File: config.mk
export PLATFORM = sky130hd
export DESIGN_NAME = echo_repeat_pipe
export DESIGN_NICKNAME = d
export VERILOG_FILES = /design/src/rtl/echo_pkg.sv /design/src/rtl/echo_fifo.sv /design/src/rtl/echo_repeat_pipe.sv
export SDC_FILE = /design/constraint.sdc
export NUM_CORES = 1
export LEC_CHECK = 0
export ABC_AREA = 0
export BUFFER_PORTS_ARGS = -buffer_cell sky130_fd_sc_hd__buf_2
export CAP_MARGIN = 5
export CORE_ASPECT_RATIO = 2
export CORE_MARGIN = 1
export CORE_UTILIZATION = 44
export DETAILED_ROUTE_END_ITERATION = 8
export PLACE_DENSITY = 0.72
export SLEW_MARGIN = 5
export SYNTH_ARGS = -nofsm -noshare
export SYNTH_HDL_FRONTEND = slang
export SYNTH_SLANG_ARGS = --single-unit
File: constraint.sdc
create_clock -name CLK -period 2.8 [get_ports CLK]
set_input_delay 0.14 -clock CLK [delete_from_list [all_inputs] [get_ports CLK]]
set_output_delay 0.14 -clock CLK [all_outputs]
set_load 0.01 [all_outputs]
File: src/rtl/echo_pkg.sv
// Shared constants, tags and state type for the echo repeat pipe.
//   TAG_W / PIPE_W : method tag width and pipe word width
//   TAG_*          : request and indication method tags
//   sat_inc16      : saturating 16-bit increment
package echo_pkg;

  localparam int unsigned TAG_W  = 16;
  localparam int unsigned PIPE_W = 144;

  localparam logic [TAG_W-1:0] TAG_SAY    = 16'd0;
  localparam logic [TAG_W-1:0] TAG_SETREP = 16'd1;
  localparam logic [TAG_W-1:0] TAG_HEARD  = 16'd0;

  typedef enum logic [0:0] {
    FRESH  = 1'b0,
    REPEAT = 1'b1
  } echo_out_state_t;

  function automatic logic [15:0] sat_inc16(input logic [15:0] x);
    return (x == 16'hFFFF) ? x : x + 16'd1;
  endfunction

endpackage

File: src/rtl/echo_fifo.sv
// DEPTH-entry flop FIFO, no enq-to-first bypass.
//   clk, rst   : clock, synchronous active-high reset
//   enq        : write enq_data at tail (ignored when full)
//   deq        : drop head entry (ignored when empty)
//   first_c    : head entry, combinational mux of the storage array
//   level      : occupancy, registered
module echo_fifo #(
  parameter int unsigned WIDTH = 32,
  parameter int unsigned DEPTH = 4
) (
  input  logic                     clk,
  input  logic                     rst,
  input  logic                     enq,
  input  logic [WIDTH-1:0]         enq_data,
  input  logic                     deq,
  output logic [WIDTH-1:0]         first_c,
  output logic [$clog2(DEPTH):0]   level
);

  localparam int unsigned PTR_W = $clog2(DEPTH);
  localparam int unsigned LVL_W = PTR_W + 1;

  logic [WIDTH-1:0] mem [DEPTH];
  logic [PTR_W-1:0] wptr;
  logic [PTR_W-1:0] rptr;
  logic             enq_ok;
  logic             deq_ok;

  assign enq_ok  = enq && (level != LVL_W'(DEPTH));
  assign deq_ok  = deq && (level != '0);
  assign first_c = mem[rptr];

  // Storage array; contents need no reset since level gates visibility.
  always_ff @(posedge clk) begin
    if (enq_ok) begin
      mem[wptr] <= enq_data;
    end
  end

  // Pointers wrap naturally at DEPTH (power of two).
  always_ff @(posedge clk) begin
    if (rst) begin
      wptr  <= '0;
      rptr  <= '0;
      level <= '0;
    end else begin
      if (enq_ok) begin
        wptr <= wptr + PTR_W'(1);
      end
      if (deq_ok) begin
        rptr <= rptr + PTR_W'(1);
      end
      case ({enq_ok, deq_ok})
        2'b10:   level <= level + LVL_W'(1);
        2'b01:   level <= level - LVL_W'(1);
        default: level <= level;
      endcase
    end
  end

endmodule

File: src/rtl/echo_repeat_pipe.sv
// Echo with repeat: buffers say() payloads and returns each one as heard()
// repeat+1 times on the indication pipe.
//   CLK, RST                      : clock, synchronous active-high reset
//   request_enq_ena / _v          : request word valid / packed word (tag in top 16 bits)
//   request_enq_rdy               : request accepted this cycle (combinational in tag)
//   indication_enq_ena / _v       : heard word valid / packed word (combinational)
//   indication_enq_rdy            : downstream can take a word
//   level                         : FIFO occupancy
//   drop_count                    : saturating count of unknown-tag requests
module echo_repeat_pipe
  import echo_pkg::*;
#(
  parameter int unsigned WIDTH = 32,
  parameter int unsigned DEPTH = 4,
  parameter int unsigned REP_W = 8
) (
  input  logic                   CLK,
  input  logic                   RST,
  input  logic                   request_enq_ena,
  input  logic [PIPE_W-1:0]      request_enq_v,
  output logic                   request_enq_rdy,
  output logic                   indication_enq_ena,
  output logic [PIPE_W-1:0]      indication_enq_v,
  input  logic                   indication_enq_rdy,
  output logic [$clog2(DEPTH):0] level,
  output logic [15:0]            drop_count
);

  localparam int unsigned LVL_W = $clog2(DEPTH) + 1;

  logic [TAG_W-1:0] req_tag;
  logic             full_c;
  logic             empty_c;
  logic             req_fire;
  logic             say_fire;
  logic             setrep_fire;
  logic             drop_fire;
  logic [WIDTH-1:0] head;
  logic             deq_c;
  logic             unused_req_body;

  logic [REP_W-1:0] repeat_q;
  logic [REP_W-1:0] cur_rep_q;
  logic [REP_W-1:0] cur_rep_d;
  logic [REP_W-1:0] beat_q;
  logic [REP_W-1:0] beat_d;
  echo_out_state_t  state_q;
  echo_out_state_t  state_d;

  // Only the tag and low payload bits carry meaning; the rest of the body is ignored.
  assign unused_req_body = ^request_enq_v;

  // Request decode; a full FIFO only blocks say(), other tags always drain.
  assign req_tag         = request_enq_v[PIPE_W-1 -: TAG_W];
  assign full_c          = (level == LVL_W'(DEPTH));
  assign empty_c         = (level == '0);
  assign request_enq_rdy = (req_tag != TAG_SAY) || !full_c;
  assign req_fire        = request_enq_ena && request_enq_rdy;
  assign say_fire        = req_fire && (req_tag == TAG_SAY);
  assign setrep_fire     = req_fire && (req_tag == TAG_SETREP);
  assign drop_fire       = req_fire && (req_tag != TAG_SAY) && (req_tag != TAG_SETREP);

  echo_fifo #(
    .WIDTH (WIDTH),
    .DEPTH (DEPTH)
  ) u_fifo (
    .clk      (CLK),
    .rst      (RST),
    .enq      (say_fire),
    .enq_data (request_enq_v[WIDTH-1:0]),
    .deq      (deq_c),
    .first_c  (head),
    .level    (level)
  );

  // Heard word: zero tag, zero pad, payload from the FIFO head.
  assign indication_enq_v = {TAG_HEARD, (PIPE_W-TAG_W)'(head)};

  // Repeat register and drop counter.
  always_ff @(posedge CLK) begin
    if (RST) begin
      repeat_q   <= '0;
      drop_count <= '0;
    end else begin
      if (setrep_fire) begin
        repeat_q <= request_enq_v[REP_W-1:0];
      end
      if (drop_fire) begin
        drop_count <= sat_inc16(drop_count);
      end
    end
  end

  // Output FSM state register.
  always_ff @(posedge CLK) begin
    if (RST) begin
      state_q   <= FRESH;
      cur_rep_q <= '0;
      beat_q    <= '0;
    end else begin
      state_q   <= state_d;
      cur_rep_q <= cur_rep_d;
      beat_q    <= beat_d;
    end
  end

  // Output FSM next-state. The repeat count is latched on the first beat so a
  // later setRepeat cannot change a word already in flight.
  always_comb begin
    state_d            = state_q;
    cur_rep_d          = cur_rep_q;
    beat_d             = beat_q;
    deq_c              = 1'b0;
    indication_enq_ena = 1'b0;
    case (state_q)
      FRESH: begin
        indication_enq_ena = !empty_c && indication_enq_rdy;
        if (indication_enq_ena) begin
          if (repeat_q == '0) begin
            deq_c = 1'b1;
          end else begin
            cur_rep_d = repeat_q;
            beat_d    = REP_W'(1);
            state_d   = REPEAT;
          end
        end
      end
      REPEAT: begin
        indication_enq_ena = indication_enq_rdy;
        if (indication_enq_ena) begin
          if (beat_q == cur_rep_q) begin
            deq_c   = 1'b1;
            beat_d  = '0;
            state_d = FRESH;
          end else begin
            beat_d = beat_q + REP_W'(1);
          end
        end
      end
      default: begin
        state_d = FRESH;
      end
    endcase
  end

endmodule

==> run_results.csv, run 1 <==
group,metric,value,unit
cts,h-tree-depth,4,
final_layout,fin_util,0.524,
synthesis,ys_top_cells_by_area,"edfxtp_1 (48%), dfxtp_1 (13%), buf_4 (11%)",
drt,drt-wirelength-per-cell,15.9,µm
drt,drt_iter0_markers,177,
final_layout,layout_commonest_cell,"edfxtp_1",
sta,finalMaxSlewViolations,0,
worst_setup_path,crit_top_cell,"xor2_1",
worst_setup_path,r2r-start,"beat_q[5]",
worst_setup_path,path_cells,"xor2_1 > nor4_2 > a21oi_2 > nor3_4 > ha_1 > inv_1 > fa_1 > xor2_1 > or3_1 > a21oi_1",
global_routing,grt_usage,0.164,
synthesis,ys_warn_count,0,
run,cap_violations,0,
synthesis,yosysSeqAreaShare,0.610,
place,dp_hpwl,10.1,mm
cts,cts_resized,0,
drt,routed_wl,14.9,mm
place,io_buffers,104,
sta,hold_slack,101,ps
final_layout,diodes,0,
power,p_leak,3.50,nW
global_routing,grt_overflow,0,
worst_setup_path,crit_slowest_cell,"fa_1",
worst_setup_path,critPathKind,"reg -> reg",
synthesis,async_flop_share,0,
sta,setup_tns,0,ps
sta,setup_viol,0,
worst_setup_path,cp_max_fo,5,
sta,maxSlewHeadroom,0.312,
place,dpl.cell_count,873,
sta,fin_crit_sh,0.931,
die,core_area,17700,µm²
die,die_h,192,µm
worst_setup_path,cp_top_family,"simple AND/OR/NAND/NOR gates",
synthesis,synth-main-ff-cell,"edfxtp_1",
synthesis,ys_ff_latch,178,
final_layout,nets,868,
place,gp_congestion,0.814,
sta,finClkSkew,8.88,ps
sta,grt_setup_unrepaired,"false",
final_layout,layout_common_cells,"edfxtp_1 (128), conb_1 (112), buf_2 (104), dfxtp_1 (48), nor2_1 (42)",
drt,ant_nets,0,
worst_setup_path,cp.required,3150,ps
global_routing,grt_max_degree,33,
hold_path,hold_class,"in -> reg",
sta,hold_violations,0,
cts,cts_buffers,17,
synthesis,yosysTopAreaCellShare,0.484,
die,initial_core_util,0.448,
final_layout,syn_to_final_growth,16.9,%
final_layout,final_layout_size_suffix_gt1_frac,0.268,
die,rows,69,
global_routing,grt_pass1_vias,4805,
synthesis,synth_area,7940,µm²
die,die-area,18600,µm²
die,dieWidth,97.0,µm
final_layout,fillers,1439,
worst_setup_path,crit_arrival,2960,ps
worst_setup_path,critPathBufInv,1,
cts,clk_latency,420,ps
global_routing,grt_pass1_wl,23.6,mm
cts,clock_path_buffers,2,
worst_setup_path,startpoint,"beat_q[5]",
drt,drc,0,
worst_setup_path,max_stage_delay,380,ps
outcome,status,"finished clean",
drt,routed_via_density,4.90,
power,power_density,567,nW/µm²
cts,clk_pin_slew,70,ps
sta,period_minus_slack,2610,ps
worst_setup_path,cp-start-kind,"flop",
worst_setup_path,critPathCaptureType,"flop",
die,io_pins,313,
hold_path,hp-start,"RST",
global_routing,antenna_found_initial,0,
synthesis,synth_edf_count,128,
cts,cts.sinks,178,
synthesis,ys_types,45,
cts,cts_tree,"yes",
drt,dr_total_vias,4595,
synthesis,synthesis.instances,561,
synthesis,synth_top_area_cell,"edfxtp_1",
sta,worst_pin_slew,1030,ps
drt,firstDrtPassIters,5,
sta,clock.fmax,384,MHz
cts,clockRootBuffer,"clkbuf_16",
final_layout,fin_cells,938,
power,irDropWorstVdd,330,µV
synthesis,syn_avg_cell_area,14.1,µm²
[layout make-up]
type | instances | area [µm²] | share of cell area
multi-input combinational | 353 | 2560 | 0.276
inverter | 13 | 48.8 | 0.00526
clock buffer | 20 | 437 | 0.0471
sequential | 178 | 4850 | 0.523
clock inverter | 12 | 126 | 0.0136
timing repair buffer | 149 | 991 | 0.107
tap | 213 | 267 | 0.0287
[synthesized netlist by cell type (2+ instances only)]
master	number
and4_1	2
xor2_1	10
dfxtp_1	50
and3_1	4
or4_1	3
clkbuf_1	10
a21o_1	2
mux2_2	2
mux4_2	32
or2_2	3
nor4_2	2
o21ai_0	4
nand3_1	13
xnor2_1	15
nor2_1	42
mux2i_1	18
nand4b_1	4
a2111oi_0	2
buf_4	112
a211oi_1	7
edfxtp_1	128
nand2_1	13
nor4_1	11
inv_1	13
nor2b_1	3
nor3_1	4
ha_1	7
a31oi_1	4
a21oi_1	12
buf_1	2
buf_2	4
nand4_1	5
and2_1	6
[state kept, by name (all words and copies together), names as in the netlist, named ones only]
signal / cells
repeat_q: 8
u_fifo.wptr: 2
drop_count: 16
beat_q: 8
cur_rep_q: 8
u_fifo.rptr: 2
u_fifo.level: 3
state_q: 1
u_fifo.mem: 128
[metrics by stage]
step	setup slack [ps]	instance area, µm²	total power, mW
after global routing	18.2	9280	5.43
after CTS	171	9280	5.31
after global placement	289	8380	3.03
after detailed placement	214	8380	3.04
final	194	9280	5.26
after floorplan	59.0	8350	3.09
[worst reg2reg max path, cell delays in order (launching register included)]
cell and delay, ps:
dfxtp_1 350, xor2_1 190, nor4_2 360, a21oi_2 140, nor3_4 240, ha_1 210
inv_1 60, fa_1 380, xor2_1 160, or3_1 300, a21oi_1 140
[metal layers]
layer  GRT usage  vias to the layer above  wire, µm
li1            -                     2148         -
met1       0.157                     2265      5170
met3      0.0320                       20       595
met2       0.324                      162      8770
met4      0.0798                        0       345
met5           0                        -         0
[worst paths after layout]
kind / slack [ps] / end / cells after the start
worst max-delay path: 190 / u_fifo.level[2] / 10
worst min-delay path: 100 / drop_count[6] / 2
worst max register to register: 190 / u_fifo.level[2] / 10
worst min register to register: 510 / beat_q[1] / 2
[timing repair]
item | in CTS | in global routing
hold buffers | 33 | 0
buffers inserted | 0 | 0
endpoints found under the hold margin | 130 | 0
[kinds of logic (layout without fill, tap and decap cells)]
logic type	count (synthesis)	in the layout	share of synthesized area
adder cells (fa/ha/maj)	8	8	0.0136
flip-flops	178	178	0.610
buffers and inverters	141	194	0.120
other	1	112	0.000473
AND/OR/NAND/NOR	118	118	0.0793
AO/OA/AOI/OAI	37	37	0.0306
XOR/XNOR	25	25	0.0276
multiplexers	53	53	0.118
[power breakdown]
part,switching [mW],total (mW),internal (mW)
clock,0.995,2.24,1.24
combinational,0.130,0.197,0.0663
sequential,0.00429,2.82,2.82
No activity file was read; power rests on OpenSTA's default activity.
==> run 2, diff against run 1 <==
--- a/config.mk
+++ b/config.mk
@@ -6,13 +6,14 @@
 export NUM_CORES = 1
 export LEC_CHECK = 0
 export ABC_AREA = 0
-export BUFFER_PORTS_ARGS = -buffer_cell sky130_fd_sc_hd__buf_2
+export BUFFER_PORTS_ARGS = -buffer_cell sky130_fd_sc_hd__buf_4
 export CAP_MARGIN = 5
 export CORE_ASPECT_RATIO = 2
 export CORE_MARGIN = 1
 export CORE_UTILIZATION = 44
 export DETAILED_ROUTE_END_ITERATION = 8
 export PLACE_DENSITY = 0.72
+export REMOVE_ABC_BUFFERS = 1
 export SLEW_MARGIN = 5
 export SYNTH_ARGS = -nofsm -noshare
 export SYNTH_HDL_FRONTEND = slang
==> run 2 against run 1 <==
  * Final cell count is the same
  * Hold slack gained 77 ps
  * Routed wire length shrank 0.91%
  * Die area is the same
  * Maximum frequency grew 2.4%
  * Non-clock buffer count is the same
  * Critical endpoint unchanged
  * Largest power group unchanged
==> run_results.csv, run 2 (synthesized netlist as in run 1, its figures left out) <==
group,metric,value,unit
global_routing,grt_usage,0.158,
final_layout,largestRegisters,"u_fifo.mem: 128 flops, drop_count: 16 flops",
hold_path,worstHoldPathCells,2,
cts,cts.sinks,178,
worst_setup_path,crit_arrival,2890,ps
cts,cts_resized,0,
die,die-area,18600,µm²
power,p_leak,3.58,nW
final_layout,layout_common_cells,"edfxtp_1 (128), buf_4 (114), conb_1 (112), dfxtp_1 (48), nor2_1 (42)",
final_layout,fin_util,0.539,
worst_setup_path,cp_max_fo,5,
worst_setup_path,r2r-start,"beat_q[3]",
sta,maxSlewHeadroom,0.422,
sta,hold_slack,178,ps
place,dp_hpwl,9.88,mm
global_routing,grt_overflow,0,
sta,setup_viol,0,
global_routing,grt_pass1_vias,4595,
run,cap_violations,0,
outcome,status,"finished clean",
sta,hold_violations,0,
worst_setup_path,startpoint,"beat_q[3]",
drt,drc,0,
global_routing,grt_pass1_wl,22.9,mm
die,core_area,17700,µm²
final_layout,top_register,"u_fifo.mem",
drt,dr_total_vias,4637,
final_layout,largest_register_ffs,128,
die,initial_core_util,0.448,
cts,clockRootBuffer,"clkbuf_16",
sta,finalMaxSlewViolations,0,
sta,final.setup.worst_slack,255,ps
sta,fin_crit_sh,0.909,
drt,firstDrtPassIters,5,
sta,worst_pin_slew,866,ps
place,gp_congestion,0.861,
worst_setup_path,cp.required,3140,ps
sta,setup_tns,0,ps
sta,period_minus_slack,2540,ps
drt,ant_nets,0,
worst_setup_path,rrSetupSlack,260,ps
global_routing,antenna_found_initial,0,
global_routing,grt_max_degree,51,
cts,clk_pin_slew,70,ps
final_layout,design_area,9540,µm²
worst_setup_path,cp-start-kind,"flop",
die,dieWidth,97.0,µm
power,power,5.43,mW
final_layout,final_layout_size_suffix_gt1_frac,0.266,
worst_setup_path,critPathKind,"reg -> reg",
place,pre_cts_slack,265,ps
final_layout,syn_to_final_growth,20.3,%
drt,routed_wl,14.8,mm
die,io_pins,313,
place,placed_area,8620,µm²
cts,cts_tree,"yes",
place,io_buffers,104,
worst_setup_path,reg2regPathDepth,10,
drt,drt_iter0_markers,136,
sta,grt_setup_unrepaired,"false",
cts,clock_path_buffers,2,
sta,finClkSkew,9.81,ps
cts,clk_latency,410,ps
power,power_density,569,nW/µm²
die,die_h,192,µm
worst_setup_path,critPathCaptureType,"flop",
sta,clock.fmax,393,MHz
worst_setup_path,reg2reg_to,"u_fifo.level[2]",
cts,cts_buffers,17,
final_layout,layout_commonest_cell,"edfxtp_1",
place,dpl.cell_count,873,
drt,drt-wirelength-per-cell,15.7,µm
final_layout,nets,868,
hold_path,hold_class,"in -> reg",
drt,routed_via_density,4.94,
hold_path,min_to,"repeat_q[7]",
die,rows,69,
hold_path,hp-start,"RST",
final_layout,diodes,0,
power,irDropWorstVdd,346,µV
cts,h-tree-depth,4,
final_layout,fin_cells,938,
[run 2: cell types whose count changed in the layout (fill, tap and decap cells not counted), sizes merged]
cell    before  now
bufinv       1    3
clkinv       6    4
inv         16   15
clkbuf      20   21
[run 2: layer usage]
metal | share of wire | vias to the layer above | global-route usage
met1 | 0.37 | 2277 | 0.168
met2 | 0.57 | 205 | 0.301
met5 | 0 | - | 0
met3 | 0.047 | 17 | 0.0258
met4 | 0.018 | 0 | 0.0712
li1 | - | 2138 | -
[run 2: critical path, stage by stage (launching register included)]
cell and delay (ps):
dfxtp_1 350, xor2_1 180, nor4_2 380, a21oi_2 140, nor3_4 210, ha_1 190, inv_1 60, fa_1 370
xor2_1 160, or3_1 300, a21oi_1 140
[run 2: repair_timing]
item	in CTS	in global routing
endpoints found under the hold margin	135	0
buffers inserted	0	0
hold buffers	33	0
setup endpoints to repair	0	0
[run 2: where the power goes]
part / leakage [nW] / internal [mW] / switching (mW) / total, mW
clock: 0.284 / 1.42 / 0.969 / 2.39
combinational: 1.74 / 0.0868 / 0.131 / 0.218
sequential: 1.55 / 2.82 / 0.00435 / 2.82
[run 2: final cells by class]
class / count / area, µm²
repair buffers: 149 / 1230
multi-input cells: 353 / 2560
well taps: 213 / 267
fillers: 1444 / 8150
inverters: 13 / 48.8
flip-flops and latches: 178 / 4850
clock inverters: 11 / 156
clock buffers: 21 / 440
[run 2: worst max-delay path by stage]
stage                      endpoint  slack [ps]  cells after the start
finish              u_fifo.level[2]         260                     10
global route        u_fifo.level[2]          70                     10
CTS                 u_fifo.level[2]         240                     10
detailed placement  u_fifo.level[2]         270                     10
global placement    u_fifo.level[2]         290                     10
floorplan           u_fifo.level[2]          60                     10
